--- config.mk ---
export PLATFORM = sky130hd
export DESIGN_NAME = usb_rcv_ctrl
export DESIGN_NICKNAME = d
export VERILOG_FILES = /design/src/rtl/usb_rcv_ctrl.sv
export SDC_FILE = /design/constraint.sdc
export NUM_CORES = 1
export LEC_CHECK = 0
export BUFFER_PORTS_ARGS = -buffer_cell sky130_fd_sc_hd__buf_2
export CORE_MARGIN = 2
export CORE_UTILIZATION = 47
export DETAILED_ROUTE_END_ITERATION = 10
export PLACE_DENSITY = 0.75
export SETUP_SLACK_MARGIN = 0.4
export SLEW_MARGIN = 20
export SYNTH_ARGS = -nofsm -noshare
export SYNTH_HDL_FRONTEND = slang
export SYNTH_SLANG_ARGS = --single-unit
--- constraint.sdc ---
create_clock -name clk -period 1.96 [get_ports clk]
set_clock_uncertainty 0.05 [all_clocks]
set_input_delay 0.588 -clock clk [delete_from_list [all_inputs] [get_ports clk]]
set_output_delay 0.588 -clock clk [all_outputs]
set_load 0.03 [all_outputs]
--- src/rtl/usb_rcv_ctrl.sv ---
// USB receive control: SYNC check, per-byte FIFO write strobes,
// EOP framing and overlength error detection.
module usb_rcv_ctrl #(
    parameter logic [7:0] SYNC_BYTE = 8'h80,
    parameter int         MAX_BYTES = 64
) (
    input  logic       clk,
    input  logic       n_rst,
    input  logic       d_edge,
    input  logic       eop,
    input  logic       shift_enable,
    input  logic       byte_received,
    input  logic [7:0] rcv_data,
    output logic       rcving,
    output logic       w_enable,
    output logic       r_error,
    output logic [6:0] pkt_bytes
);

    typedef enum logic [2:0] {
        IDLE     = 3'd0,
        SYNC     = 3'd1,
        RCV      = 3'd2,
        STORE    = 3'd3,
        FULL     = 3'd4,
        ERR_WAIT = 3'd5,
        EOP_DONE = 3'd6,
        ERR_EOP  = 3'd7
    } state_t;

    localparam logic [6:0] MAX_B = 7'(MAX_BYTES);

    state_t     state_q, state_d;
    logic [2:0] bit_cnt_q, bit_cnt_d;
    logic       rcving_q, rcving_d;
    logic       w_enable_q, w_enable_d;
    logic       r_error_q, r_error_d;
    logic [6:0] pkt_bytes_q, pkt_bytes_d;
    logic       eop_s;

    assign eop_s = eop & shift_enable;

    always_comb begin
        state_d     = state_q;
        bit_cnt_d   = bit_cnt_q;
        r_error_d   = r_error_q;
        pkt_bytes_d = pkt_bytes_q;

        unique case (state_q)
            IDLE: begin
                if (d_edge) begin
                    state_d     = SYNC;
                    r_error_d   = 1'b0;
                    pkt_bytes_d = '0;
                    bit_cnt_d   = '0;
                end
            end
            SYNC: begin
                if (byte_received) begin
                    bit_cnt_d = '0;
                    if (rcv_data == SYNC_BYTE) begin
                        state_d = RCV;
                    end else begin
                        state_d   = ERR_WAIT;
                        r_error_d = 1'b1;
                    end
                end else if (eop_s) begin
                    state_d   = ERR_EOP;
                    r_error_d = 1'b1;
                end
            end
            RCV: begin
                if (byte_received) begin
                    state_d   = STORE;
                    bit_cnt_d = '0;
                    // Count on entry so pkt_bytes already shows the new total in STORE
                    if (pkt_bytes_q < MAX_B) begin
                        pkt_bytes_d = pkt_bytes_q + 7'd1;
                    end
                end else if (eop_s) begin
                    if (bit_cnt_q == 3'd0) begin
                        state_d = EOP_DONE;
                    end else begin
                        state_d   = ERR_EOP;
                        r_error_d = 1'b1;
                    end
                end else if (shift_enable) begin
                    bit_cnt_d = bit_cnt_q + 3'd1;
                end
            end
            STORE: begin
                if (pkt_bytes_q == MAX_B) begin
                    state_d = FULL;
                end else begin
                    state_d = RCV;
                end
            end
            FULL: begin
                if (byte_received) begin
                    state_d   = ERR_WAIT;
                    r_error_d = 1'b1;
                end else if (eop_s) begin
                    state_d = EOP_DONE;
                end
            end
            ERR_WAIT: begin
                if (eop_s) begin
                    state_d   = ERR_EOP;
                    r_error_d = 1'b1;
                end
            end
            EOP_DONE, ERR_EOP: begin
                if (d_edge) begin
                    state_d = IDLE;
                end
            end
            default: state_d = IDLE;
        endcase
    end

    // Outputs decoded from the next state so they line up with the state register
    always_comb begin
        rcving_d   = 1'b0;
        w_enable_d = 1'b0;
        unique case (state_d)
            SYNC, RCV, FULL, ERR_WAIT: rcving_d = 1'b1;
            STORE: begin
                rcving_d   = 1'b1;
                w_enable_d = 1'b1;
            end
            default: rcving_d = 1'b0;
        endcase
    end

    always_ff @(posedge clk or negedge n_rst) begin
        if (!n_rst) begin
            state_q     <= IDLE;
            bit_cnt_q   <= '0;
            rcving_q    <= 1'b0;
            w_enable_q  <= 1'b0;
            r_error_q   <= 1'b0;
            pkt_bytes_q <= '0;
        end else begin
            state_q     <= state_d;
            bit_cnt_q   <= bit_cnt_d;
            rcving_q    <= rcving_d;
            w_enable_q  <= w_enable_d;
            r_error_q   <= r_error_d;
            pkt_bytes_q <= pkt_bytes_d;
        end
    end

    assign rcving    = rcving_q;
    assign w_enable  = w_enable_q;
    assign r_error   = r_error_q;
    assign pkt_bytes = pkt_bytes_q;

endmodule

## Word level (Yosys, flattened, before mapping)

Cells that the tools add are included.

- Output and inout bits: 10
- Register bits: 16
- Logic and storage cells: 78
- Bits of input ports: 14

- Muxes and demuxes: 33
- Add/subtract/negate cells: 2
- Eq/ne operators: 25
- Magnitude comparators: 1
- Bitwise gates (word level): 1
- Reductions and logical operators: 10

Operators with widths:

| cell | count |
|---|---|
| 3-bit 2-to-1 mux | 15 |
| 7-bit 2-to-1 mux | 3 |
| 3-bit one-hot mux with 7 select lines | 1 |
| 3-bit equality test, second input constant | 6 |
| 2-bit != test, second input constant | 8 |
| 7-bit one-hot mux with 2 select lines | 1 |
| 3-bit by 2-bit equality test with 1-bit output, second input constant | 4 |
| 1-bit 2-to-1 mux | 11 |
| 3-bit != test, second input constant | 3 |
| 3-bit one-hot mux with 3 select lines | 1 |
| 8-bit equality test, second input constant | 1 |
| 7-bit by 1-bit adder with 7-bit output, second input constant | 1 |
| 7-bit equality test, second input constant | 1 |
| 7-bit < comparator, second input constant | 1 |
| 7-bit AND reduction | 1 |
| 3-bit by 1-bit equality test with 1-bit output, second input constant | 2 |
| 3-bit logical NOT | 2 |
| 1-bit one-hot mux with 5 select lines | 1 |
| 5-bit AND reduction | 1 |
| 5-bit nonzero test | 1 |
| 5-bit OR reduction | 1 |
| 4-bit AND reduction | 1 |
| 3-bit by 1-bit adder with 3-bit output, second input constant | 1 |
| 3-bit nonzero test | 1 |
| other kinds (3) | 3 |

## Logic depth before layout (Yosys ltp)

Gate-level depths: netlist of the first run.

- Depth after elaboration: 8
- Gate-level depth with buffers: 7
- Mapped depth without buffers: 7

## Least setup slack after synthesis of the first run

Ideal clock, no wire load.

- Path type: input-to-reg
- Start point: in rcv_data[5]
- End point: reg rcving_q, in the netlist rcving
- Arrival: 1.744 ns
- Cell stages on the path: 5
- Required time: 1.783 ns
- Slack: 0.038 ns
- Buffers on the path: 0
- Library setup time: 0.127 ns
- Cells stage by stage: nor4b_1 a311oi_1 a211o_1 nand4b_1 mux2_1

- Word-level cells in the longest chain between the ends: 7
- Elaborated cells between the ends (all ways): 11
- Those cells by class: eq/ne: 6; mux: 4; reduce/logical: 1

Ends and longest elaborated chain:

| what | RTL line | text |
|---|---|---|
| from (decl) | 13 | `input logic [7:0] rcv_data,` |
| 8-bit equality test * | 61 | `if (rcv_data == SYNC_BYTE) begin` |
| 3-bit 2-to-1 mux * | 61 |  |
| 3-bit 2-to-1 mux * | 59 | `if (byte_received) begin` |
| 3-bit one-hot mux with 7 select lines * | 49 | `unique case (state_q)` |
| net state_d[0] | 33 | `state_t state_q, state_d;` |
| 3-bit by 2-bit equality test with 1-bit output, or another cell as far along | 125 | `unique case (state_d)` |
| 5-bit OR reduction (no source line) * | -- |  |
| 1-bit 2-to-1 mux * | 125 |  |
| net rcving_d | 35 | `logic rcving_q, rcving_d;` |
| to (signal assigned) | 146 | `rcving_q <= rcving_d;` |
| to (decl) | 35 |  |

The timed path passes the listed nets; every way through them passes the cells marked *.
A chain may end at the register's enable or synchronous reset.

## Worst setup path after layout of the first run

- Start point: reg pkt_bytes_q[1], in the netlist pkt_bytes[1]
- End point: reg rcving_q, in the netlist rcving

- Word-level cells in the longest chain between the ends: 6
- Elaborated cells between the ends (all ways): 10
- Those cells by class: eq/ne: 6; mux: 3; reduce/logical: 1

Ends and longest elaborated chain:

| what | RTL line | text |
|---|---|---|
| from (decl) | 38 | `logic [6:0] pkt_bytes_q, pkt_bytes_d;` |
| from (signal assigned) | 149 | `pkt_bytes_q <= pkt_bytes_d;` |
| 7-bit equality test * | 92 | `if (pkt_bytes_q == MAX_B) begin` |
| 3-bit 2-to-1 mux * | 92 |  |
| 3-bit one-hot mux with 7 select lines * | 49 |  |
| 3-bit by 2-bit equality test with 1-bit output, or another cell as far along | 125 |  |
| 5-bit OR reduction (no source line) * | -- |  |
| 1-bit 2-to-1 mux * | 125 |  |
| net rcving_d | 35 |  |

Marked as above.

==> results of run 1 <==
[routing by layer]
| layer | share of wire, % | global-route usage, % | vias to the layer above |
|---|---|---|---|
| met5 | 0 | 0 | - |
| met4 | 2.0 | 9.211 | 0 |
| met3 | 4.2 | 3.448 | 12 |
| met2 | 56 | 52.78 | 53 |
| met1 | 38 | 26.84 | 551 |
| li1 | - | - | 529 |
[cell usage after synthesis]
master	instances	area share, %
a211o_1	2	1.6
o21bai_1	1	0.70
a21o_1	1	0.70
and3_1	2	1.2
a21oi_1	3	1.4
mux2_1	1	1.1
a41oi_1	1	0.82
nor4b_1	1	0.82
xor2_1	3	2.5
nor3_1	4	1.9
a211oi_2	1	1.2
a2111o_1	1	1.1
ha_1	4	4.7
nand4_1	1	0.59
nand2_1	7	2.5
a311oi_1	2	1.6
nor2b_1	5	2.9
o22ai_1	1	0.59
a31o_1	1	0.82
o21ai_1	3	1.4
dfrtp_1	16	37
o41ai_1	1	0.82
buf_6	1	1.1
o21ai_0	4	1.9
nand3_1	2	0.94
nor2_1	12	4.2
o21a_1	1	0.70
a211o_4	1	1.6
and4_1	1	0.82
nand4b_1	1	0.82
buf_2	4	1.9
o21ai_2	1	0.82
or3_1	1	0.59
buf_4	2	1.4
nor4_1	2	1.2
nor3b_1	2	1.4
and2_1	1	0.59
a221oi_1	1	0.82
nand3b_1	1	0.70
inv_1	6	2.1
or3b_1	1	0.82
nand2b_1	7	4.1
nor4bb_1	2	1.9
a31oi_1	1	0.59
xnor2_1	1	0.82
[cells by family after synthesis]
family	count (synthesis)	synth area share [%]
buf+inv	13	6.440
simple gates	53	27.87
mux	1	1.054
flops	16	37.47
fa+ha+maj	4	4.684
xor+xnor	4	3.279
compound gates	27	19.21
[how the worst max path moves through the flow]
stage,to,from,slack (ps),cells past startpoint
after detailed placement,rcving$_DFF_PN0_,rcv_data[5],-100,6
after floorplan,rcving$_DFF_PN0_,state_q[0]$_DFF_PN0_,90,7
after global placement,rcving$_DFF_PN0_,rcv_data[5],-30,6
after global routing,rcving$_DFF_PN0_,pkt_bytes[0]$_DFFE_PN0P_,130,7
final,rcving$_DFF_PN0_,pkt_bytes[1]$_DFFE_PN0P_,160,7
after CTS,rcving$_DFF_PN0_,state_q[2]$_DFF_PN0_,210,5
[flip-flops by register name (all words and copies together), names as in the netlist]
name,flops
r_error,1
w_enable,1
bit_cnt_q,3
pkt_bytes,7
rcving,1
state_q,3
[stage by stage]
step	worst slack [ps]	hold slack (ps)	utilization, %
final	157.7	142.1	78.87
after floorplan	85.64	242.4	-
after global routing	132.0	160.7	78.87
after global placement	-34.27	437.1	60.65
after CTS	213.1	154.8	72.99
after detailed placement	-102.2	460.1	60.65
[report_power, final]
group	leakage [nW]	switching, W	internal [W]
Sequential	0.198	0.0000740	0.000423
Clock	0.0210	0.000116	0.000113
Combinational	0.600	0.000707	0.000736
[critical path: stages (launching register included)]
cell	delay [ps]
dfrtp_2	440
inv_2	100
ha_4	130
nor4bb_4	230
a21oi_1	120
o21ai_1	220
nand4b_1	130
mux2_4	280
[area by class of cell]
type	count	share of cell area, %
multi-input cells	89	45.62
flip-flops and latches	16	23.68
well taps	28	2.028
inverters	6	1.303
clock buffers	4	2.100
repair buffers	57	25.27
[repair_timing]
action	4_1_cts	5_1_grt
endpoints found under the setup margin	19	19
gates resized for setup	31	25
buffers inserted	15	4
pin swaps	12	14
gates cloned	1	0
==> metrics.txt, run 1 <==
Clock Latency Late Sink=300 ps; Top Ports=24; CTS tree=done; Routed WL=3533 um; DR DRC count=0; Core Footprint=2191 um^2; grt ovf=0; Area growth, synth to finish=61.71%; Non-Filler Instances=200; initial antenna violation count=0; part of the Yosys area used for sequential elements=37.47%; TritonRoute pass-1 iters=4; # fillers=142; nets=191; pwr dens=1255 nW/um^2; Tot Pwr=0.002168 W; Final Hold Fails=0; mean routed wirelength per cell=17.67 um; minimum clock period after layout=1802 ps; CP Capture Type=flip-flop; row count=17; dpl cell area=1329 um^2; number of CTS-inserted buffers=3; Starting Density=48.77%; RR Startpoint=pkt_bytes[1]$_DFFE_PN0P_; R2R Path End=rcving$_DFF_PN0_; Tightest Pin Transition=388.2 ps; die area=2671 um^2; slew margin rel.=74.12%; H-tree Lvls=1; DR vias=1145; critical path class=reg -> reg; Worst VDD drop=1150 uV; register area=409.1 um^2; PortBufs=23; die height=51.68 um; RSZ-0062 raised after global routing=true; Placer Congestion=0.7693; Worst setup SP type=flip-flop; maximum number of pins on one net before global-route repair=17; Final Cycle Share=91.95%; Worst EP required=2100 ps; first-pass GRT wire length=5023 um; Via density=5.725; GRT Resource Usage Total=26.13%; Worst R2R Path Depth=7; CTS clk-pin slew, worst paths=110 ps; synthesized area per cell=9.055 um^2; clk sinks=16; Post-Syn Instances=118; dpl cells=176; Synth Net Count=136; layout cells sized above 1=57.56%; CTS max path bufs=2; Multi-input gate area=788.3 um^2; Pleak=0.8192 nW; most frequent cells in the layout=28 x buf_4, 16 x buf_2, 13 x buf_6; Die Wd=51.68 um; Unique masters post-synth=45; worst reg2reg setup slack=160 ps; setup violators final=0; hold crit path type=in -> async; fmax=0.5549 GHz; clock root cell=clkbuf_4; Worst Path Max Fanout=2; Yosys warnings=0; Detail Route Antenna Nets=0; vias in the first global route=1129; Final Max Tran Viols=0; antenna diode count=0; commonest non-fill, non-tap cell in the layout=buf_4; Final Cell Area=1728 um^2; #FFs+latches synth=16; status=finished, final reports clean; HPWL Detailed=2045 um; initial drt markers=38; Max Cap Violations=0; setup total negative slack=0 ps; count of hold buffers inserted by post-cts repair=0; Arr. time, crit path=1950 ps; Post-Syn Area=1069 um^2
Power figures use the tool's default switching activity.
==> inputs of run 2 (changes only) <==
--- a/config.mk
+++ b/config.mk
@@ -7,9 +7,9 @@
 export LEC_CHECK = 0
 export BUFFER_PORTS_ARGS = -buffer_cell sky130_fd_sc_hd__buf_2
 export CORE_MARGIN = 2
-export CORE_UTILIZATION = 47
+export CORE_UTILIZATION = 50
 export DETAILED_ROUTE_END_ITERATION = 10
-export PLACE_DENSITY = 0.75
+export PLACE_DENSITY = 0.76
 export SETUP_SLACK_MARGIN = 0.4
 export SLEW_MARGIN = 20
 export SYNTH_ARGS = -nofsm -noshare
==> constraint.sdc (replaced) <==
create_clock -name clk -period 2.2 [get_ports clk]
set_clock_uncertainty 0.05 [all_clocks]
set_input_delay 0.66 -clock clk [delete_from_list [all_inputs] [get_ports clk]]
set_output_delay 0.66 -clock clk [all_outputs]
set_load 0.03 [all_outputs]
==> run 2 against run 1 <==
Compared with the run above: via count down 7.5%; global-route usage decreased by 3.6 points; clock-buffer cell count unchanged; wire length is 17% lower; register-to-register slack improved by 220 ps; non-clock buffer count down 14; sequential power shrank 14%; critical path type is now in -> reg; largest power group unchanged.
==> metrics.txt, run 2 (synthesis results as in run 1) <==
status=finished, final reports clean; critical path class=in -> reg; CP Cell Sequence=buf_6, nor4_4, a311oi_1, a211o_1, nand4b_1, mux2_4; DR DRC count=0 (unchanged); first-pass GRT wire length=4340 um (-14%); Pleak=0.7202 nW (-12%); setup total negative slack=0 ps (unchanged); number of CTS-inserted buffers=3 (unchanged); pwr dens=1127 nW/um^2 (-10%); HPWL Detailed=1808 um (-12%); GRT Resource Usage Total=22.58% (-3.6 points); Detail Route Antenna Nets=0 (unchanged); Multi-input gate area=696.9 um^2 (-12%); Clock Latency Late Sink=290 ps (about the same); Final Hold Fails=0 (unchanged); register area=400.4 um^2 (-2.1%); fmax=0.5283 GHz; dpl cells=167 (-5.1%); Tightest Pin Transition=426.1 ps (+37.94 ps); max reg flops=7 (unchanged); Worst setup SP type=input port; Non-Filler Instances=185 (-7.5%); Die Wd=50.23 um (-2.8%); PortBufs=23 (unchanged); Max Cap Violations=0 (unchanged); Worst Path Max Fanout=3 (+1); CTS clk-pin slew, worst paths=90 ps (-20 ps); antenna diode count=0 (unchanged); Area growth, synth to finish=39.81%; Worst EP required=2330 ps (+230 ps); CTS max path bufs=2 (unchanged); maximum number of pins on one net before global-route repair=18 (+1); layout cells sized above 1=40.51% (-17 points); DR vias=1059 (-7.5%); clk sinks=16 (unchanged); CP peak stage delay=310 ps (-130 ps); RSZ-0062 raised after global routing=true; setup violators final=0 (unchanged); CP max-delay cell=a211o_1; mean routed wirelength per cell=15.81 um (-10%); Core Footprint=1982 um^2 (-9.5%); Final Cycle Share=86.03%; most frequent cells in the layout=18 x buf_2, 18 x buf_4, 16 x dfrtp_1; initial drt markers=18 (-53%); initial antenna violation count=0 (unchanged); worst reg2reg setup slack=380 ps (+220 ps); # fillers=141 (-0.70%); vias in the first global route=985 (-13%); die height=50.23 um (-2.8%); H-tree Lvls=1 (unchanged); CP Capture Type=flip-flop; Top Ports=24 (unchanged); die area=2523 um^2 (-5.5%); Placer Congestion=0.7735 (+0.55%); Final Max Tran Viols=0 (unchanged); TritonRoute pass-1 iters=4 (unchanged); hold crit path type=in -> async; Arr. time, crit path=2020 ps (+70 ps); minimum clock period after layout=1893 ps; Via density=5.724 (about the same); CTS tree=done; Routed WL=2925 um (-17%); nets=177 (-7.3%); Starting Density=53.91% (+5.1 points); grt ovf=0 (unchanged); row count=16 (-1); clock root cell=clkbuf_4; Worst VDD drop=828.4 uV (-28%); slew margin rel.=71.53% (-2.6 points)
[run 2: cell types whose count changed in the layout (fill, tap and decap cells not counted), moves of 3 or more]
cell and delta:
dfrtp_2 -7, inv_2 -3, buf_4 -10, dfrtp_1 +7, buf_6 -6, inv_1 +3
[run 2: worst paths after layout]
path | startpoint | to | depth (start not counted)
worst min register to register | pkt_bytes[6]$_DFFE_PN0P_ | pkt_bytes[6]$_DFFE_PN0P_ | 2
worst min-delay path | n_rst | state_q[2]$_DFF_PN0_ | 1
worst max-delay path | rcv_data[0] | rcving$_DFF_PN0_ | 6
min in group clk | pkt_bytes[6]$_DFFE_PN0P_ | pkt_bytes[6]$_DFFE_PN0P_ | 2
max in group asynchronous | n_rst | rcving$_DFF_PN0_ | 1
worst max register to register | bit_cnt_q[0]$_DFFE_PN0P_ | rcving$_DFF_PN0_ | 7
[run 2: layout make-up]
type / count / share of cell area (%)
clock buffer: 4 / 2.429
inverter: 6 / 1.508
timing repair buffer: 43 / 20.35
multi-input combinational: 89 / 46.65
sequential: 16 / 26.80
tap: 27 / 2.261
[run 2: repair_timing]
item / 4_1_cts / 5_1_grt
pin swaps: 5 / 12
buffers inserted: 6 / 7
endpoints found under the setup margin: 3 / 3
cloned: 0 / 1
resized for setup: 13 / 15
hold endpoints to repair: 0 / 0
hold buffers: 0 / 0
[run 2: power breakdown]
part	internal, W	switching (W)
registers	0.000370	0.0000566
clock network	0.000101	0.0000948
logic	0.000504	0.000558
total	0.000974	0.000710
[run 2: worst max-delay path: cells and delay by family]
| family | cells | cell delay (ps) |
|---|---|---|
| AO/OA/AOI/OAI | 2 | 480 |
| AND/OR/NAND/NOR | 2 | 480 |
| multiplexers | 1 | 290 |
| buffers and inverters | 1 | 100 |
[run 2: layer usage]
layer / global-route usage [%] / up-vias / wire length (um)
met5: 0 / - / 0
met3: 2.381 / 6 / 99
met4: 10.19 / 0 / 54
met2: 38.38 / 24 / 1518
met1: 28.76 / 522 / 1254
li1: - / 507 / -
[run 2: metrics by stage]
| stage | area, um^2 | util [%] | hold slack (ps) | power [W] | setup WS (ps) |
|---|---|---|---|---|---|
| 2_1_floorplan | 1081 | - | 314.4 | 0.0009907 | 298.4 |
| 3_3_place_gp | 1229 | 61.99 | 435.5 | 0.001130 | 121.6 |
| 3_5_place_dp | 1229 | 61.99 | 457.5 | 0.001169 | 66.65 |
| 4_1_cts | 1376 | 69.44 | 216.9 | 0.001488 | 392.3 |
| 5_1_grt | 1494 | 75.38 | 237.4 | 0.001777 | 253.7 |
| 6_report | 1494 | 75.38 | 214.8 | 0.001684 | 307.3 |
